--- src/rtl/macro_cnt_decr.sv ---
// macro_cnt_decr: parametrised registered down-counter / timer with variable
// step, wrap or saturate on underflow, and an IDLE/RUN/EXPIRED status FSM.
// Optional feature macro: MACRO_CNT_DECR_AUTORELOAD_EN (periodic-tick mode,
// reloads from the reload register instead of expiring).
module macro_cnt_decr #(
    parameter int unsigned WIDTH      = 5,
    parameter int unsigned STEP_WIDTH = 5
) (
    input  logic                  clk,
    input  logic                  reset,
    input  logic                  i_load,
    input  logic [WIDTH-1:0]      i_load_value,
    input  logic                  i_en,
    input  logic [STEP_WIDTH-1:0] i_step,
    input  logic                  i_sat,
    output logic [WIDTH-1:0]      o_q,
    output logic                  o_borrow,
    output logic                  o_zero,
    output logic                  o_busy,
    output logic                  o_expired
);

    localparam int unsigned DIFF_W = WIDTH + 1;

`ifdef MACRO_CNT_DECR_AUTORELOAD_EN
    localparam bit AUTORELOAD = 1'b1;
`else
    localparam bit AUTORELOAD = 1'b0;
`endif

    typedef enum logic [1:0] {
        ST_IDLE    = 2'd0,
        ST_RUN     = 2'd1,
        ST_EXPIRED = 2'd2
    } state_t;

    state_t            state;
    state_t            state_nxt;
    logic [WIDTH-1:0]  reload_q;
    logic [WIDTH-1:0]  reload_nxt;
    logic [WIDTH-1:0]  q_nxt;
    logic              borrow_nxt;
    logic [DIFF_W-1:0] diff;
    logic              under;
    logic              reach_zero;
    logic              count_c;

    // Extended-width subtraction; the top bit is the borrow out.
    assign diff       = {1'b0, o_q} - DIFF_W'(i_step);
    assign under      = diff[WIDTH];
    assign reach_zero = !under && (diff[WIDTH-1:0] == '0);
    assign count_c    = (state == ST_RUN) && i_en && (i_step != '0);

    // Next count, borrow, reload and state; load has top priority.
    always_comb begin
        q_nxt      = o_q;
        reload_nxt = reload_q;
        state_nxt  = state;
        borrow_nxt = 1'b0;
        if (i_load) begin
            q_nxt      = i_load_value;
            reload_nxt = i_load_value;
            state_nxt  = (i_load_value != '0) ? ST_RUN : ST_EXPIRED;
        end else if (count_c) begin
            if (!under && !reach_zero) begin
                q_nxt = diff[WIDTH-1:0];
            end else if (AUTORELOAD && (reload_q != '0)) begin
                // Periodic tick: restart from the reload value, pulse borrow.
                q_nxt      = reload_q;
                borrow_nxt = 1'b1;
            end else if (reach_zero) begin
                q_nxt     = '0;
                state_nxt = ST_EXPIRED;
            end else begin
                q_nxt      = i_sat ? '0 : diff[WIDTH-1:0];
                borrow_nxt = 1'b1;
                state_nxt  = ST_EXPIRED;
            end
        end
    end

    // State, reload register and all outputs registered together.
    always_ff @(posedge clk or posedge reset) begin
        if (reset) begin
            state     <= ST_IDLE;
            reload_q  <= '0;
            o_q       <= '0;
            o_borrow  <= 1'b0;
            o_zero    <= 1'b1;
            o_busy    <= 1'b0;
            o_expired <= 1'b0;
        end else begin
            state     <= state_nxt;
            reload_q  <= reload_nxt;
            o_q       <= q_nxt;
            o_borrow  <= borrow_nxt;
            o_zero    <= (q_nxt == '0);
            o_busy    <= (state_nxt == ST_RUN);
            o_expired <= (state_nxt == ST_EXPIRED);
        end
    end

endmodule

--- config.mk ---
export PLATFORM = sky130hd
export DESIGN_NAME = macro_cnt_decr
export DESIGN_NICKNAME = d
export VERILOG_FILES = /design/src/rtl/macro_cnt_decr.sv
export SDC_FILE = /design/constraint.sdc
export NUM_CORES = 1
export LEC_CHECK = 0
export BUFFER_PORTS_ARGS = -buffer_cell sky130_fd_sc_hd__buf_2
export CORE_MARGIN = 2
export CORE_UTILIZATION = 40
export DETAILED_ROUTE_END_ITERATION = 10
export PLACE_DENSITY = 0.69
export SYNTH_ARGS = -nofsm -noshare
export SYNTH_HDL_FRONTEND = slang
export SYNTH_SLANG_ARGS = --single-unit
--- constraint.sdc ---
create_clock -name clk -period 5.85 [get_ports clk]
set_input_delay 0.8775 -clock clk [delete_from_list [all_inputs] [get_ports clk]]
set_output_delay 0.8775 -clock clk [all_outputs]
set_load 0.01 [all_outputs]
Word level (Yosys, flattened, before mapping)
Cells that the tools add are included.

storage, ports and cells
  logic and storage cells = 33
  input bits = 15
  output and inout port bits = 9
  register bits after elaboration = 11

cells by class
  equal/unequal tests = 3
  reduce and logical (&&, ||, !) cells = 10
  multiplexer cells = 13
  add/sub/neg operators = 1

operators by type and width
  operator              number
  $mux W5               5
  $logic_not A5 Y1      2
  $reduce_bool A5 Y1    2
  $mux W2               4
  $sub A5 B5 Y6         1
  $eq A2 B1 Y1 const B  2
  $logic_and A1 B1 Y1   4
  $mux W1               4
  $eq A2 B2 Y1 const B  1
  $logic_not A1 Y1      2

Longest topological paths before layout
  depth after elaboration = 9
  gate-level depth with buffers = 9
  depth with buffers taken out = 9

Worst setup path before layout
No wires, ideal clock.

  path kind = input to register
  start = input port i_step[0]
  end = register o_zero
  setup slack = 3,160 ps
  setup time = 88 ps
  stages = 8
  data arrival time = 2,603 ps
  required time = 5,762 ps
  path through = ha_1 fa_1 nor2b_1 o21ai_0 o2111a_1 or3_1 a22o_4 nor4b_4

on the way
  cells in the longest elaborated chain, start to end = 9

ends and longest elaborated chain
  item                                                  RTL line  source
  from (decl)                                           14        input logic [STEP_WIDTH-1:0] i_step,
  $sub A5 B5 Y6                                         49        assign diff = {1'b0, o_q} - DIFF_W'(i_step);
  $logic_not A5 Y1 or $logic_not A1 Y1 (tied branches)  51, 65
  $logic_and A1 B1 Y1                                   51        assign reach_zero = !under && (diff[WIDTH-1:0] == '0);
  $logic_not A1 Y1                                      65        if (!under && !reach_zero) begin
  $logic_and A1 B1 Y1                                   65
  $mux W5                                               65
  $mux W5 (*)                                           64        end else if (count_c) begin
  $mux W5 (*)                                           60        if (i_load) begin
  via q_nxt[4]                                          41        logic [WIDTH-1:0] q_nxt;
  $logic_not A5 Y1 (*)                                  97        o_zero <= (q_nxt == '0);
  to (signal assigned)                                  97
  to (decl)                                             18        output logic o_zero,

The timed path passes the listed nets; every way through them passes the cells marked *.

Worst setup path in the final report
Ends and elaborated chain as after synthesis.

==> impl_metrics.env <==
export IMPL_diodes=0
export IMPL_dpl_cell_area_sq_um=950
export IMPL_fin_crit_ns=2.65
export IMPL_grt_ovfl_total=0
export IMPL_cts_buffers=3
export IMPL_seq_area_frac_synth_pct=33.6
export IMPL_grt_pass1_wl_microns=2960
export IMPL_grt_max_degree=18
export IMPL_die_area_sq_mm=0.00244
export IMPL_synth_net_count=107
export IMPL_synthArstFlopShare_pct=100
export IMPL_ctsHoldBuffers=0
export IMPL_grt_antenna_before_repair=0
export IMPL_cts_tree="done"
export IMPL_power_per_cell_area_mw_per_mm2=285
export IMPL_core_area_sq_mm=0.00194
export IMPL_cts_sinks=11
export IMPL_cp_cell_sequence="buf_2 > ha_1 > fa_1 > nor2b_1 > o21ai_0 > o2111a_1 > or3_1 > a22o_4 > nor4b_4"
export IMPL_setup_viol=0
export IMPL_ant_nets=0
export IMPL_die_h_microns=49.4
export IMPL_drv_slew=0
export IMPL_max_stage_delay_ns=0.40
export IMPL_cts_setup_buffers=0
export IMPL_slowest_stage="fa_1"
export IMPL_worstPathArrival_ns=2.84
export IMPL_fin_util_pct=50.3
export IMPL_rsz0062_at_grt="false"
export IMPL_fin_crit_sh_pct=45.3
export IMPL_drtIter0Drc=5
export IMPL_end_kind="flop"
export IMPL_yosysWarnings=0
export IMPL_synthFlopType="dfrtp_1"
export IMPL_fin_area_sq_um=976
export IMPL_cts_buffer_depth=2
export IMPL_hold_violations=0
export IMPL_synth_edf_count=0
export IMPL_ctsHtreeMaxLevel=1
export IMPL_portBuffers=23
export IMPL_dpl_hpwl_microns=1420
export IMPL_ys_types=38
export IMPL_grt_total_usage_pct=16.4
export IMPL_final_cell_mix="buf_2, dfrtp_1, inv_1"
export IMPL_drc=0
export IMPL_syn2layout_area_growth_pct=18.5
export IMPL_fin_ws_ns=3.20
export IMPL_mostFrequentLayoutCell="buf_2"
export IMPL_grt_pass1_vias=670
export IMPL_syn_inst=86
export IMPL_clk_latency_ns=0.26
export IMPL_worst_slew_pin_slew_ns=0.399
export IMPL_path_max_fanout=4
export IMPL_gp_congestion=0.845
export IMPL_crit_path_start_kind="input pin"
export IMPL_ir_drop_uv=163
export IMPL_initial_utilization_pct=42.4
export IMPL_criticalPathCategory="in -> reg"
export IMPL_die_width_microns=49.4
export IMPL_clock_fmax_mhz=377
export IMPL_post_place_ws_ns=2.95
export IMPL_ys_seq_elements=11
export IMPL_maxSlewHeadroom_pct=73.1
export IMPL_cp_required_ns=6.03
export IMPL_maxCapViolations=0
export IMPL_hp_class="reg -> reg"
export IMPL_finalClockSkew_ns=0.000320
export IMPL_drive_gt1_share_pct=31.8
export IMPL_clk_root_buffer_cell="clkbuf_4"
export IMPL_boundaryPins=24
export IMPL_wire_per_inst_microns=12.8
export IMPL_avgSynthCellArea_sq_um=9.57
export IMPL_syn_area_sq_um=823
export IMPL_power_uw=279
export IMPL_totalWireLength_microns=1750
export IMPL_rrSetupSlack_ns=3.52
export IMPL_status="complete, no violations"
export IMPL_fin_setup_tns_ns=0
export IMPL_viasPerCell=5.18
export IMPL_vias=710
export IMPL_cts_resized=0
export IMPL_clk_pin_slew_ns=0.07
export IMPL_firstDrtPassIters=4
export IMPL_p_leak_nw=0.467
export IMPL_rows=16
export IMPL_fin_nets=132
==> state kept, by name (all words and copies together), names as in the netlist <==
| register | flops |
|---|---|
| o_expired | 1 |
| o_q | 5 |
| o_busy | 1 |
| o_zero | 1 |
| state | 2 |
| o_borrow | 1 |
==> power breakdown <==
part	internal, mW	switching (mW)	total, mW
registers	0.0906	0.00838	0.0990
logic	0.0561	0.0730	0.129
clock network	0.0264	0.0242	0.0506
total	0.173	0.106	0.279
==> worst paths after layout <==
kind                                         start             endpoint  depth (start not counted)
worst max-delay path                     i_step[0]     o_zero$_DFF_PP1_                          9
worst min-delay path            state[1]$_DFF_PP0_  o_expired$_DFF_PP0_                          2
worst max register to register    o_q[0]$_DFF_PP0_     o_zero$_DFF_PP1_                          9
worst min register to register  state[1]$_DFF_PP0_  o_expired$_DFF_PP0_                          2
max in group asynchronous                    reset     o_zero$_DFF_PP1_                          2
min in group asynchronous                    reset  o_expired$_DFF_PP0_                          2
==> logic make-up after synthesis <==
family                   count (synthesis)  share of synthesized area [%]
AO/OA/AOI/OAI                           24                           23.1
XOR/XNOR                                 2                           2.13
adder cells (fa/ha/maj)                  6                           10.0
buffers and inverters                   12                           6.84
flip-flops                              11                           33.6
multiplexers                             1                           1.82
AND/OR/NAND/NOR                         30                           22.5
==> through the flow <==
stage	hold slack, ns	cells
2_1_floorplan	0.486	86
3_3_place_gp	0.508	133
3_5_place_dp	0.527	133
4_1_cts	0.545	137
5_1_grt	0.591	137
6_report	0.545	137
==> layer usage <==
metal	part of all wire (%)	global-route usage, %	vias to the layer above
met2	46	24.8	21
met4	1.1	5.24	0
met3	5.7	6.75	4
met1	47	21.1	332
met5	0	0	-
li1	-	-	353
==> synthesized netlist by cell type, types with 2 or more instances <==
library cell	number	area, sq um
nand3_1	2	10.0
o41ai_1	2	17.5
ha_1	5	62.6
nand2b_1	6	37.5
a22oi_1	2	15.0
o21ai_0	4	20.0
nor3b_1	2	15.0
a21oi_2	2	17.5
a21oi_1	5	25.0
nor2b_1	3	18.8
inv_1	9	33.8
dfrtp_1	10	250
nor2_1	7	26.3
nand2_1	3	11.3
==> final cells by class <==
cell class	count	area, sq um
clock buffers	4	26.3
well taps	27	33.8
multi-input cells	63	490
repair buffers	23	115
flip-flops and latches	11	277
fillers	200	966
inverters	9	33.8
==> worst max-delay path, delay by kind of cell <==
family                     cells  cell delay, ns
AOI/OAI and AO/OA              3            0.58
adders and majority gates      2            0.61
buffers and inverters          1            0.10
and+or+nand+nor                3            0.67
Power figures use the tool's default switching activity.
